==> config.mk <==
export PLATFORM = sky130hd
export DESIGN_NAME = sum_window_acc
export DESIGN_NICKNAME = d
export VERILOG_FILES = /design/src/rtl/sum_window_acc.sv
export SDC_FILE = /design/constraint.sdc
export NUM_CORES = 1
export LEC_CHECK = 0
export CORE_MARGIN = 1.5
export CORE_UTILIZATION = 30
export DETAILED_ROUTE_END_ITERATION = 12
export DONT_BUFFER_PORTS = 1
export PLACE_DENSITY_LB_ADDON = 0.15
export SETUP_SLACK_MARGIN = 0.1
export SYNTH_ARGS = -nofsm -noshare
export SYNTH_HDL_FRONTEND = slang
export SYNTH_SLANG_ARGS = --single-unit
==> constraint.sdc <==
create_clock -name clk -period 2.2 [get_ports clk]
set_clock_uncertainty 0.05 [all_clocks]
set_input_delay 0.44 -clock clk [delete_from_list [all_inputs] [get_ports clk]]
set_output_delay 0.44 -clock clk [all_outputs]
set_load 0.02 [all_outputs]
==> src/rtl/sum_window_acc.sv <==
// Windowed accumulator: sums win_len+1 accepted samples, then holds the result for a handshake.
// Define SUM_WINDOW_ACC_SAT_EN to saturate the sum on overflow instead of wrapping.
module sum_window_acc #(
   parameter int unsigned ACC_W = 12
) (
   input  logic             clk,
   input  logic             rst,
   input  logic             in_valid,
   input  logic [7:0]       in_data,
   output logic             in_ready,
   input  logic [7:0]       win_len,
   output logic             out_valid,
   input  logic             out_ready,
   output logic [ACC_W-1:0] out_data,
   output logic             out_ovf
);

   typedef enum logic [1:0] {StIdle, StAccum, StHold} state_e;

   state_e           state_q, state_d;
   logic [ACC_W-1:0] acc_q, acc_d;
   logic [8:0]       cnt_q, cnt_d;
   logic [7:0]       len_q, len_d;
   logic             ovf_q, ovf_d;
   logic [ACC_W:0]   sum;
   logic [ACC_W-1:0] acc_add;
   logic             accept;

   assign in_ready = (state_q != StHold);
   assign accept   = in_valid & in_ready;
   assign sum      = {1'b0, acc_q} + (ACC_W+1)'(in_data);

`ifdef SUM_WINDOW_ACC_SAT_EN
   // Once saturated at all-ones, any non-zero add carries again, so the clamp holds.
   assign acc_add = sum[ACC_W] ? {ACC_W{1'b1}} : sum[ACC_W-1:0];
`else
   assign acc_add = sum[ACC_W-1:0];
`endif

   always_comb begin
      state_d = state_q;
      acc_d   = acc_q;
      cnt_d   = cnt_q;
      len_d   = len_q;
      ovf_d   = ovf_q;
      unique case (state_q)
         StIdle: begin
            if (accept) begin
               len_d   = win_len;
               acc_d   = ACC_W'(in_data);
               cnt_d   = 9'd1;
               ovf_d   = 1'b0;
               state_d = (win_len == 8'd0) ? StHold : StAccum;
            end
         end
         StAccum: begin
            if (accept) begin
               acc_d = acc_add;
               cnt_d = cnt_q + 9'd1;
               ovf_d = ovf_q | sum[ACC_W];
               if (cnt_q == {1'b0, len_q}) state_d = StHold;
            end
         end
         StHold: begin
            if (out_ready) state_d = StIdle;
         end
         default: state_d = StIdle;
      endcase
   end

   always_ff @(posedge clk) begin
      if (rst) begin
         state_q <= StIdle;
         acc_q   <= '0;
         cnt_q   <= '0;
         len_q   <= '0;
         ovf_q   <= 1'b0;
      end else begin
         state_q <= state_d;
         acc_q   <= acc_d;
         cnt_q   <= cnt_d;
         len_q   <= len_d;
         ovf_q   <= ovf_d;
      end
   end

   // Result registers are frozen in HOLD, so they double as the output registers.
   assign out_valid = (state_q == StHold);
   assign out_data  = acc_q;
   assign out_ovf   = ovf_q;

endmodule

# [Yosys cells after proc, flatten, opt, wreduce, memory -nomap -nowiden]
# Cells that the tools add are included.
[totals] ff_bits=32 latch_bits=0 ramBits=0 mem_bits_ro=0 in_bits=20 n_memories=0
[classes] addsub=2 multipliers=0 div_mod_pow=0 n_lt_le_gt_ge=0 n_eq_ne=8 shift=0 n_mux=15 bitwise=2 n_reduce_logical=6
[ops] cell="$mux W12" n=2
[ops] cell="$pmux W12 S2" n=1
[ops] cell="$mux W9" n=2
[ops] cell="$pmux W9 S2" n=1
[ops] cell="$add A12 B8 Y13" n=1
[ops] cell="$mux W2" n=5
[ops] cell="$add A9 B1 Y9 const B" n=1
[ops] cell="$eq A9 B8 Y1" n=1
[ops] cell="$logic_not A8 Y1" n=1
[ops] cell="$ne A2 B2 Y1 const B" n=4
[ops] cell="$pmux W2 S3" n=1
[ops] cell="$reduce_and A4 Y1" n=1
[ops] cell="$reduce_and A3 Y1" n=1
[ops] cell="$eq A2 B1 Y1 const B" n=1
[ops] cell="$eq A2 B2 Y1 const B" n=1
[ops] cell="$logic_not A2 Y1" n=1
[ops] cell="$mux W1" n=2
[ops] cell="$ne A2 B1 Y1 const B" n=1
[ops] cell="$pmux W1 S2" n=1
[ops] cell="$reduce_and A2 Y1" n=1
[ops] cell="$reduce_bool A2 Y1" n=1
[ops] cell="$and A1 B1 Y1" n=1
[ops] cell="$or A1 B1 Y1" n=1

# [Longest topological paths before layout]
[logic_depth] ltp_word=4 depth_mapped=8

# [Worst setup path after synthesis]
# Ideal clock, no wire load.
[synth_timing] path_kind="flip-flop to flip-flop" startpoint="register acc_q[0] (netlist: out_data[0])" endpoint="register acc_q[10] (netlist: out_data[10])" setup_ns=0.070 t_arrival_ns=1.986 required_ns=2.080 setup_slack_ns=0.095 stages_incl_launch_ff=9 synth_period_minus_slack_ns=2.105 cell_sequence="dfxtp_1 -> ha_1 -> inv_1 -> fa_1 -> nand2b_1 -> a21oi_2 -> o211ai_1 -> or3_1 -> a21oi_1"
[synth_between] elab_chain_len=3
[synth_lines] element="from (decl)" line="21" rtl="logic [ACC_W-1:0] acc_q, acc_d;"
[synth_lines] element="from (signal assigned)" line="74" rtl="acc_q <= '0;"
[synth_lines] element="from (signal assigned)" line="80" rtl="acc_q <= acc_d;"
[synth_lines] element="$add A12 B8 Y13" line="31" rtl="assign sum = {1'b0, acc_q} + (ACC_W+1)'(in_data);"
[synth_lines] element="$mux W12" line="57" rtl="if (accept) begin"
[synth_lines] element="$pmux W12 S2" line="46" rtl="unique case (state_q)"
# No other way between the ends. The select of a mux whose other input is x is not followed.
# A chain may end at the register's enable or synchronous reset.

# [Worst setup path after layout]
# Same ends and word-level chain as after synthesis.

==> impl_results.md <==
* Starting Density at a little under a third
* Clock Latency Late Sink at approximately 0.29 ns
* R2r setup slk at between 0.2 and 0.3 ns
* Part of the cycle the worst path needs at 88.6%
* Register area share after synthesis at between 30% and 40%
* Gp weighted congestion at slightly below 0.8
* RSZ-0062 raised after global routing: no
* Reg clk slew, reported paths at about 0.080 ns
* Switching Fraction at 29.0%
* Critical-path cell list: ha_1 -> inv_1 -> fa_2 -> nand2b_4 -> a21oi_4 -> o211ai_1 -> or3_1 -> a21oi_1
* P per Cell Area at between 700 and 800 nW/um2
* Req. time, crit path at around 2.4 ns
* Maximum achievable frequency at about 510 MHz
* Post-synth ARST share at 0%
* Worst EP arrival at between 2 and 2.5 ns
* Hold_sp: rst
* CTS tree: built
* Clock buffer count from CTS at 5
* M1 WL at around 2300 um
* Critical path's top delay family: adder cells
* Cell taking the most area after synthesis: dfxtp_1
* Crit path largest cell delay at 0.35 ns
* Reg-to-reg endpoint: out_data[10]
* Maxcap violations at 0
* IO Port Bufs at 0
* Top-count cell post-synth: dfxtp_1
* Max-slew violations at 0
* First-pass GRT wire length at 7540 um
* Yosys top cell area share at a little over a third
* Synth unique cells at 40
* Met3 WL at about 250 um
* VDD IR max at 0.000358 V
* CP Capture Type: flop
* # rows at 28
* WS Path Type: reg2reg
* Total GRT Usage at 15.2%
* Maximum clock path buffer count at 2
* Mapped Area at ~1800 um2
* R2R depth at 8
* Filler instances at between 600 and 700
* Post-synth top cells: dfxtp_1, nand2_1, o21ai_0, a21oi_1, nor2_1
* Vias in the first global route at between 1,500 and 2,000
* Vias per inst at 5.09
* Final Hold Fails at 0
* Buf/Inv on CP at 1
* Synth Flop Type: dfxtp_1
* Clock network power share at 38.3%
* Synthesized instance count at approximately 220
* Final Util at 35.7%
* Wirelength, routed at 4420 um
* Final setup fails at 0
* Avg Inst Size Synth at roughly 8.3 um2
* Wire per inst at roughly 14 um
* Hold buffers post-CTS at 0
* Syn Nets at about 250
* Die Span Y at 80.5 um
* Area Overhead vs Synth at 16.0%
* Tmin final at approximately 2 ns
* Nets at 260
* Relative slew margins at roughly two thirds
* PnR Total Power at 1.50 mW
* Static Leak at around 0.8 nW
* Remaining DRCs at 0
* Met2 WL at ~1800 um
* H-tree Lvls at 2
* Hold depth at 1
* Largest net degree at the start of global routing at 22
* Hold Path Sink: out_data[0]
* I/O pin cnt at 35
* DP Wirelength at 3290 um
* CTS Root Cell: clkbuf_8
* Total number of vias at 1,557
* CTS sink cnt at 32
* Reg2reg start: out_data[0]
* Status: finished clean
* Worst-margin pin slew at between 0.5 and 0.6 ns
* Psw at roughly 430 uW
* Worst setup SP type: flop
* Ranking of synthesized cells by area: dfxtp_1, xor2_1, ha_1, o21ai_0, a21oi_1
* Sequential power share at between 40 and 50%
* Post-synth EDFFs at 0
* Yosys warnings at 0
* DR iter-0 viols at between 60 and 70
* Synthesized flop and latch total at 32
* Core area at just under 6000 um2
* Share of layout cells above drive strength 1 at approximately 14%
* N_diodes at 0
* Die Area at roughly 6500 um2
* First drt pass iteration count at 4
* Remaining Overflow, GRT at 0
* Hold Path Class: in2reg
* ANT nets after route at 0
* Logic pwr share at 18.9%
* CP max stage cell: fa_2
* Initial antenna violation count at 0
* TNS Setup at 0 ns
* Critical path peak fanout at 3
* P_int at 1.06 mW
* DR top layer: met4
* Die X at between 80 and 90 um
==> layout by cell type (no fill, tap or decap), types with 4 or more instances in the layout <==
master / count
clkbuf_8: 5
a221oi_1: 5
inv_1: 7
nor2_1: 16
buf_4: 15
or3_1: 4
o21ai_0: 22
xnor2_1: 5
a211oi_1: 6
nand4_1: 5
a21oi_1: 21
ha_1: 9
xor2_1: 15
nand2_1: 26
dfxtp_1: 31
==> layout make-up <==
type | instances | area, um2 | share of cell area, %
multi-input combinational | 169 | 1100 | 52.8
timing repair buffer | 15 | 113 | 5.39
inverter | 7 | 26.3 | 1.26
clock buffer | 5 | 68.8 | 3.29
clock inverter | 3 | 42.5 | 2.04
tap | 75 | 93.8 | 4.49
sequential | 32 | 642 | 30.7
==> through the flow <==
step	setup slack [ns]	hold slack, ns	cell area (um2)	cells
after global placement	0.0606	0.423	1950	297
after detailed placement	0.0417	0.426	1950	297
after CTS	0.142	0.145	2060	305
after global routing	0.122	0.141	2090	306
final	0.251	0.158	2090	306
after floorplan	0.157	0.415	1800	218
==> worst max-delay path by stage <==
stage | start | to | slack, ns | cells after the start
after floorplan | in_data[0] | out_data[10] | 0.16 | 8
after global routing | out_data[0] | out_data[10] | 0.12 | 8
after CTS | out_data[0] | out_data[10] | 0.14 | 8
after detailed placement | in_data[0] | out_data[10] | 0.04 | 8
after global placement | in_data[0] | out_data[10] | 0.06 | 8
final | out_data[0] | out_data[10] | 0.25 | 8
==> what timing repair did <==
action / 4_1_cts / 5_1_grt
buffers inserted: 0 / 1
gates resized for setup: 0 / 3
endpoints found under the setup margin: 0 / 2
==> routing by layer <==
layer	vias to the layer above	track usage, %
met4	0	5.52
met1	711	21.0
li1	806	-
met5	-	0
met3	5	4.66
met2	35	22.0
==> cells by family after synthesis <==
group | after synthesis | synth area share, %
xor gates and xnor gates | 20 | 9.72
DFF | 32 | 35.6
AOI/OAI and AO/OA | 71 | 24.2
adders and majority gates | 10 | 7.36
buffers and inverters | 17 | 4.17
muxes | 1 | 0.556
and+or+nand+nor | 67 | 18.5
==> worst reg2reg max path, delay by kind of cell (launching register included) <==
family,cells,cell delay (ns)
fa+ha+maj,2,0.50
compound gates,3,0.44
simple gates,2,0.50
flops,1,0.33
buf+inv,1,0.05
==> sequential cells by signal, summed over array words and instances, names as in the netlist <==
name,count
out_data,12
cnt_q,9
len_q,8
state_q,2
out_ovf,1
==> power by group through the flow <==
stage | clock network (mW) | registers [mW] | logic (mW)
after global routing | 0.614 | 0.647 | 0.319
after floorplan | 0 | 0.661 | 0.198
after global placement | 0 | 0.655 | 0.279
final | 0.574 | 0.641 | 0.284
after CTS | 0.594 | 0.642 | 0.279
after detailed placement | 0 | 0.656 | 0.278
(Power assumes the default switching activity.)
